`config.mk`:
```
export PLATFORM = sky130hd
export DESIGN_NAME = softmax_normalize
export DESIGN_NICKNAME = d
export VERILOG_FILES = /design/src/rtl/softmax_pkg.sv /design/src/rtl/softmax_row_buffer.sv /design/src/rtl/softmax_normalize.sv
export SDC_FILE = /design/constraint.sdc
export NUM_CORES = 2
export LEC_CHECK = 0
export BUFFER_PORTS_ARGS = -buffer_cell sky130_fd_sc_hd__buf_2
export CORE_MARGIN = 4
export CORE_UTILIZATION = 57
export CTS_CLUSTER_DIAMETER = 60
export DETAILED_ROUTE_END_ITERATION = 12
export PLACE_DENSITY_LB_ADDON = 0.12
export SYNTH_ARGS = -nofsm -noshare
export SYNTH_HDL_FRONTEND = slang
export SYNTH_SLANG_ARGS = --single-unit
```
`constraint.sdc`:
```
create_clock -name i_clk -period 6.05 [get_ports i_clk]
set_input_delay 1.5125 -clock i_clk [delete_from_list [all_inputs] [get_ports i_clk]]
set_output_delay 1.5125 -clock i_clk [all_outputs]
set_load 0.02 [all_outputs]
```
`src/rtl/softmax_pkg.sv`:
```
// Shared types and constants for the softmax normalisation stage.
package softmax_pkg;

    localparam int unsigned Q_W         = 16;
    localparam int unsigned MAX_ROW_DEF = 64;
    localparam int unsigned ROW_PTR_W   = $clog2(MAX_ROW_DEF);
    localparam int unsigned ROUND_HALF  = 1 << (Q_W - 1);

    typedef logic [Q_W-1:0] q0_16_t;

    typedef enum logic [1:0] {
        FILL,
        WAIT_RECIP,
        DRAIN
    } norm_state_t;

endpackage

```
`src/rtl/softmax_row_buffer.sv`:
```
// Row storage: one write port, one registered read port with read enable.
module softmax_row_buffer
    import softmax_pkg::*;
#(
    parameter int unsigned WIDTH  = Q_W,
    parameter int unsigned DEPTH  = MAX_ROW_DEF,
    parameter int unsigned ADDR_W = ROW_PTR_W
) (
    input  logic              i_clk,
    input  logic              i_wr_en,
    input  logic [ADDR_W-1:0] i_wr_addr,
    input  logic [WIDTH-1:0]  i_wr_data,
    input  logic              i_rd_en,
    input  logic [ADDR_W-1:0] i_rd_addr,
    output logic [WIDTH-1:0]  o_rd_data
);

    (* ram_style = "block" *) logic [WIDTH-1:0] mem_q [DEPTH];
    logic [WIDTH-1:0] rd_data_q;

    // Write on demand; read data holds whenever the read enable is low.
    always_ff @(posedge i_clk) begin
        if (i_wr_en) begin
            mem_q[i_wr_addr] <= i_wr_data;
        end
        if (i_rd_en) begin
            rd_data_q <= mem_q[i_rd_addr];
        end
    end

    assign o_rd_data = rd_data_q;

endmodule

```
`src/rtl/softmax_normalize.sv`:
```
// Buffers one row of exponentials, then streams each one scaled by 1/sum.
module softmax_normalize
    import softmax_pkg::*;
#(
    parameter int unsigned BIT_WIDTH = Q_W,
    parameter int unsigned MAX_ROW   = MAX_ROW_DEF
) (
    input  logic                 i_clk,
    input  logic                 i_rst,
    input  logic                 i_exp_valid,
    input  logic [BIT_WIDTH-1:0] i_exp,
    input  logic                 i_exp_last,
    output logic                 o_exp_ready,
    input  logic                 i_recip_valid,
    input  logic [BIT_WIDTH-1:0] i_recip,
    output logic                 o_valid,
    output logic [BIT_WIDTH-1:0] o_prob,
    output logic                 o_last,
    input  logic                 i_ready,
    output logic                 o_err
);

    localparam int unsigned PTR_W  = $clog2(MAX_ROW);
    localparam int unsigned LEN_W  = PTR_W + 1;
    localparam int unsigned PROD_W = 2 * BIT_WIDTH;
    localparam logic [PROD_W-1:0] RND = (BIT_WIDTH == Q_W) ? PROD_W'(ROUND_HALF)
                                                           : PROD_W'(1) << (BIT_WIDTH - 1);

    norm_state_t          state_q, state_d;
    logic [PTR_W-1:0]     count_q, count_d;
    logic [LEN_W-1:0]     len_q, len_d;
    logic [LEN_W-1:0]     rd_ptr_q, rd_ptr_d;
    logic [BIT_WIDTH-1:0] recip_q, recip_d;
    logic                 err_q, err_d;
    logic                 exp_ready_q, exp_ready_d;

    logic                 accept_c, stall_c, issue_c, idx_last_c, row_done_c;
    logic [PTR_W-1:0]     rd_addr_c;
    logic [BIT_WIDTH-1:0] rd_data;

    logic                 s1_v_q, s1_last_q, s2_v_q, s2_last_q;
    logic [PROD_W-1:0]    prod_q;
    logic                 valid_q, last_q;
    logic [BIT_WIDTH-1:0] prob_q;

    assign accept_c   = (state_q == FILL) && i_exp_valid && exp_ready_q;
    assign stall_c    = valid_q && !i_ready;
    assign row_done_c = valid_q && i_ready && last_q;
    // Element 0 is fetched on the recip cycle itself so the first result lands three cycles later.
    assign rd_addr_c  = (state_q == DRAIN) ? rd_ptr_q[PTR_W-1:0] : '0;
    assign issue_c    = ((state_q == WAIT_RECIP) && i_recip_valid) ||
                        ((state_q == DRAIN) && !stall_c && (rd_ptr_q < len_q));
    assign idx_last_c = ({1'b0, rd_addr_c} == (len_q - LEN_W'(1)));

    // Control state register.
    always_ff @(posedge i_clk) begin
        if (i_rst) begin
            state_q     <= FILL;
            count_q     <= '0;
            len_q       <= '0;
            rd_ptr_q    <= '0;
            recip_q     <= '0;
            err_q       <= 1'b0;
            exp_ready_q <= 1'b1;
        end else begin
            state_q     <= state_d;
            count_q     <= count_d;
            len_q       <= len_d;
            rd_ptr_q    <= rd_ptr_d;
            recip_q     <= recip_d;
            err_q       <= err_d;
            exp_ready_q <= exp_ready_d;
        end
    end

    // Next-state: fill the row, wait for 1/sum, drain until the last result is taken.
    always_comb begin
        state_d  = state_q;
        count_d  = count_q;
        len_d    = len_q;
        rd_ptr_d = rd_ptr_q;
        recip_d  = recip_q;
        err_d    = err_q;
        case (state_q)
            FILL: begin
                if (accept_c) begin
                    count_d = count_q + PTR_W'(1);
                    if (i_exp_last || (count_q == PTR_W'(MAX_ROW - 1))) begin
                        len_d   = LEN_W'(count_q) + LEN_W'(1);
                        count_d = '0;
                        state_d = WAIT_RECIP;
                        if (!i_exp_last) begin
                            err_d = 1'b1;
                        end
                    end
                end
                if (i_recip_valid) begin
                    err_d = 1'b1;
                end
            end
            WAIT_RECIP: begin
                if (i_recip_valid) begin
                    recip_d  = i_recip;
                    rd_ptr_d = LEN_W'(1);
                    state_d  = DRAIN;
                end
            end
            DRAIN: begin
                if (issue_c) begin
                    rd_ptr_d = rd_ptr_q + LEN_W'(1);
                end
                if (i_recip_valid) begin
                    err_d = 1'b1;
                end
                if (row_done_c) begin
                    count_d = '0;
                    state_d = FILL;
                end
            end
            default: state_d = FILL;
        endcase
        exp_ready_d = (state_d == FILL);
    end

    softmax_row_buffer #(
        .WIDTH (BIT_WIDTH),
        .DEPTH (MAX_ROW),
        .ADDR_W(PTR_W)
    ) u_row_buffer (
        .i_clk    (i_clk),
        .i_wr_en  (accept_c),
        .i_wr_addr(count_q),
        .i_wr_data(i_exp),
        .i_rd_en  (issue_c),
        .i_rd_addr(rd_addr_c),
        .o_rd_data(rd_data)
    );

    // Read -> multiply -> round/output pipeline; the whole chain freezes on backpressure.
    always_ff @(posedge i_clk) begin
        if (i_rst) begin
            s1_v_q    <= 1'b0;
            s1_last_q <= 1'b0;
            s2_v_q    <= 1'b0;
            s2_last_q <= 1'b0;
            prod_q    <= '0;
            valid_q   <= 1'b0;
            last_q    <= 1'b0;
            prob_q    <= '0;
        end else if (!stall_c) begin
            s1_v_q    <= issue_c;
            s1_last_q <= issue_c && idx_last_c;
            s2_v_q    <= s1_v_q;
            s2_last_q <= s1_last_q;
            prod_q    <= PROD_W'(rd_data) * PROD_W'(recip_q);
            valid_q   <= s2_v_q;
            last_q    <= s2_last_q;
            prob_q    <= BIT_WIDTH'((prod_q + RND) >> BIT_WIDTH);
        end
    end

    assign o_exp_ready = exp_ready_q;
    assign o_valid     = valid_q;
    assign o_prob      = prob_q;
    assign o_last      = last_q;
    assign o_err       = err_q;

endmodule

```
==> metrics <==
RSZ-0062 raised after global routing yes; clk sinks 1119; Fin Setup TNS 0 ns; WL/cell about 26 µm; synth top area cells edfxtp_1, fa_1, mux4_2, dfxtp_1, ha_1; Final #Nets approximately 4200; Power Density 273.3 nW/µm²; Max FO, Critical Path 8; flops & latches, synth 1119; clock buffer count from CTS 115; Period minus WS final ~6 ns; FFs w/ async S/R, synth 0; CP Cell Sequence buf_4 -> buf_4 -> and2_1 -> fa_1 -> inv_1 -> fa_1 -> inv_1 -> ha_1 -> fa_1 -> fa_1 -> fa_1 -> ha_1 -> nand4_1 -> nor4_1 -> o31ai_2 -> a211oi_1 -> buf_4 -> o31ai_1 -> and4_1 -> a221o_1; Fillers 6760; fmax 170.1 MHz; hpwl dp about 86000 µm; R2R setup slack 0.17 ns; crit-path most repeated cell fa_1; DP Worst Slack 0.03673 ns; worst relative slew slack 0.2464; Crit. End Element register; biggest area consumer among synthesized cells edfxtp_1; initial antenna violation count 2; Post-Syn Instances roughly 3800; die footprint 98320 µm²; CTS H-tree depth 3; Post-Route Skew 0.02894 ns; Die Wd between 300 and 400 µm; RD Place Congestion 0.8619; # rows about 110; R2R cell count 20; # DRC 0; CP Data Arrival Time 6.48 ns; Startpoint Class register; run status finished clean; share of cells above drive strength 1 0.1557; Initial DRC Count 3444; hold depth 2; Clock Tree Root clkbuf_16; placed insts 5010; first-pass GRT wire length a little over 200000 µm; drt first pass iters 6; total track usage 0.2785; GR Overflow Total 0; largest net degree at the start of global routing 106; slowest CP cell fa_1; fin util 0.6432; fin cells 5241; Hold EP s2_v_q$_SDFFE_PP0N_; Final Setup Violations 0; HP Start s2_v_q$_SDFFE_PP0N_; Yosys warnings 0; Syn Area/Cell 14.16 µm²; number of global-route vias before repair 32279; number of flops mapped to enable cells by yosys between 1000 and 1500; Post-Syn Area around 53000 µm²; Max Buffers Root-to-Sink 3; clk slew on worst S/H paths 0.06 ns; Die Y 313.6 µm; Post-synth top flop edfxtp_1; Max Cap Violations 0; via count 32287; critical path class register to register; port bufs 57; post-synth cell types 69; worst skew pair latency 0.71 ns; Worst Max-Slew Pin Slew 1.129 ns; Post-Route WL 136800 µm; r2r endpoint prod_q[31]$_SDFFE_PP0N_; Seq/Total Area, Yosys 0.6165; HP Class register to register; RR Startpoint u_row_buffer.o_rd_data[4]$_DFFE_PP_; Synth top area share 0.5868; peak supply drop 0.2689 mV; fin crit share 0.9718; Core Area 92080 µm²; I/O pin count slightly below 60; fin. max-slew vios 0; Layout area overhead 11.29%; Hold Fails Final Rpt 0; CTS tree done; post-DR vias/cell between 6 and 7; Power Total 16.19 mW; max incr delay on CP 0.58 ns; leak pwr 20.63 nW; Mapped Nets 4101; final worst slack 0.1708 ns; hold_buf cts 0; ANT nets after route 0; CP required ~6.7 ns; Initial Utilization 0.5780
layout by cell type, fill, tap and decap left out, drive strengths merged, types with 36 or more instances in the layout:
cell    netlist  final
edfxtp     1040   1040
nand2       304    304
inv         287    295
buf          98    253
nor2        201    201
fa          193    193
clkbuf      132    139
and2        133    133
mux2i       131    131
a21oi       121    121
o21ai       114    114
ha          111    111
mux4         96     96
mux2         96     96
a211oi       89     89
dfxtp        79     79
o22ai        67     67
a31oi        52     52
clkinv        0     51
nand3        36     36
registers in the layout, indices dropped and copies added, names as in the netlist:
register	cells
u_row_buffer.mem_q	1024
s1_v_q	1
o_exp_ready	1
prod_q	17
s2_v_q	1
o_last	1
o_prob	16
u_row_buffer.o_rd_data	16
rd_ptr_q	7
len_q	7
o_valid	1
state_q	2
o_err	1
s2_last_q	1
count_q	6
s1_last_q	1
recip_q	16
cells by family after synthesis:
kind of cell | after synthesis | share of synthesized area
flip-flops | 1119 | 0.6165
AND/OR/NAND/NOR | 835 | 0.07472
AO/OA/AOI/OAI | 623 | 0.07709
buffers and inverters | 517 | 0.04112
multiplexers | 323 | 0.08558
adder cells (fa/ha/maj) | 304 | 0.09870
XOR/XNOR | 38 | 0.006254
synth_stat cells (52+ instances only):
| master | n |
|---|---|
| mux2_2 | 64 |
| a21oi_1 | 117 |
| o22ai_1 | 67 |
| mux2i_1 | 131 |
| and2_1 | 129 |
| a31oi_1 | 52 |
| o21ai_0 | 86 |
| dfxtp_1 | 79 |
| nor2_1 | 201 |
| fa_1 | 193 |
| clkbuf_1 | 131 |
| inv_1 | 287 |
| a211oi_1 | 89 |
| edfxtp_1 | 1040 |
| ha_1 | 111 |
| nand2_1 | 304 |
| mux4_2 | 96 |
per-layer routing:
metal	up-vias	GRT usage	routed length [µm]
met5	-	0	23
met4	4	0.08647	4251
met3	249	0.04516	11010
met2	1365	0.4459	64730
met1	16498	0.3980	56810
li1	14171	-	-
critical path: cells and delay by family, from the launching register on:
kind                     cells  cell delay, ns
AO/OA/AOI/OAI                4            0.75
adder cells (fa/ha/maj)      7            3.02
buffers and inverters        5            0.62
flip-flops                   1            0.56
AND/OR/NAND/NOR              4            0.81
cell type report:
class / count / area [µm²] / area share
Antenna cell: 3 / 7.507 / 0.0001268
Clock buffer: 139 / 3010 / 0.05083
Clock inverter: 74 / 629.4 / 0.01063
Inverter: 287 / 1077 / 0.01819
Multi-Input combinational cell: 2123 / 18320 / 0.3093
Sequential cell: 1119 / 32830 / 0.5543
Tap cell: 1243 / 1555 / 0.02626
Timing Repair Buffer: 253 / 1794 / 0.03029
metrics by stage:
step	instance area, µm²	hold slack (ns)
4_1_cts	59050	0.4548
3_3_place_gp	55410	0.4380
3_5_place_dp	55410	0.4473
6_report	59230	0.4548
2_1_floorplan	53220	0.4321
5_1_grt	59220	0.4798
worst max-delay path by stage:
stage	startpoint	endpoint	slack, ns	depth (start not counted)
after global placement	u_row_buffer.o_rd_data[9]$_DFFE_PP_	prod_q[26]$_SDFFE_PP0N_	0.15	20
after floorplan	recip_q[7]$_SDFFE_PP0P_	prod_q[30]$_SDFFE_PP0N_	0.15	23
final	u_row_buffer.o_rd_data[4]$_DFFE_PP_	prod_q[31]$_SDFFE_PP0N_	0.17	20
after global routing	u_row_buffer.o_rd_data[4]$_DFFE_PP_	prod_q[30]$_SDFFE_PP0N_	-0.02	20
after CTS	u_row_buffer.o_rd_data[9]$_DFFE_PP_	prod_q[26]$_SDFFE_PP0N_	0.03	20
after detailed placement	u_row_buffer.o_rd_data[9]$_DFFE_PP_	prod_q[26]$_SDFFE_PP0N_	0.04	20
timing repair:
action	in CTS	in global routing
buffers inserted	0	15
endpoints found under the setup margin	0	9
resized for setup	0	24
report_power, final:
part / internal (mW) / switching (mW)
Combinational: 0.255 / 0.537
Sequential: 8.49 / 0.0531
Clock: 3.89 / 2.96
Total: 12.6 / 3.55
No activity file was read; power rests on OpenSTA's default activity.
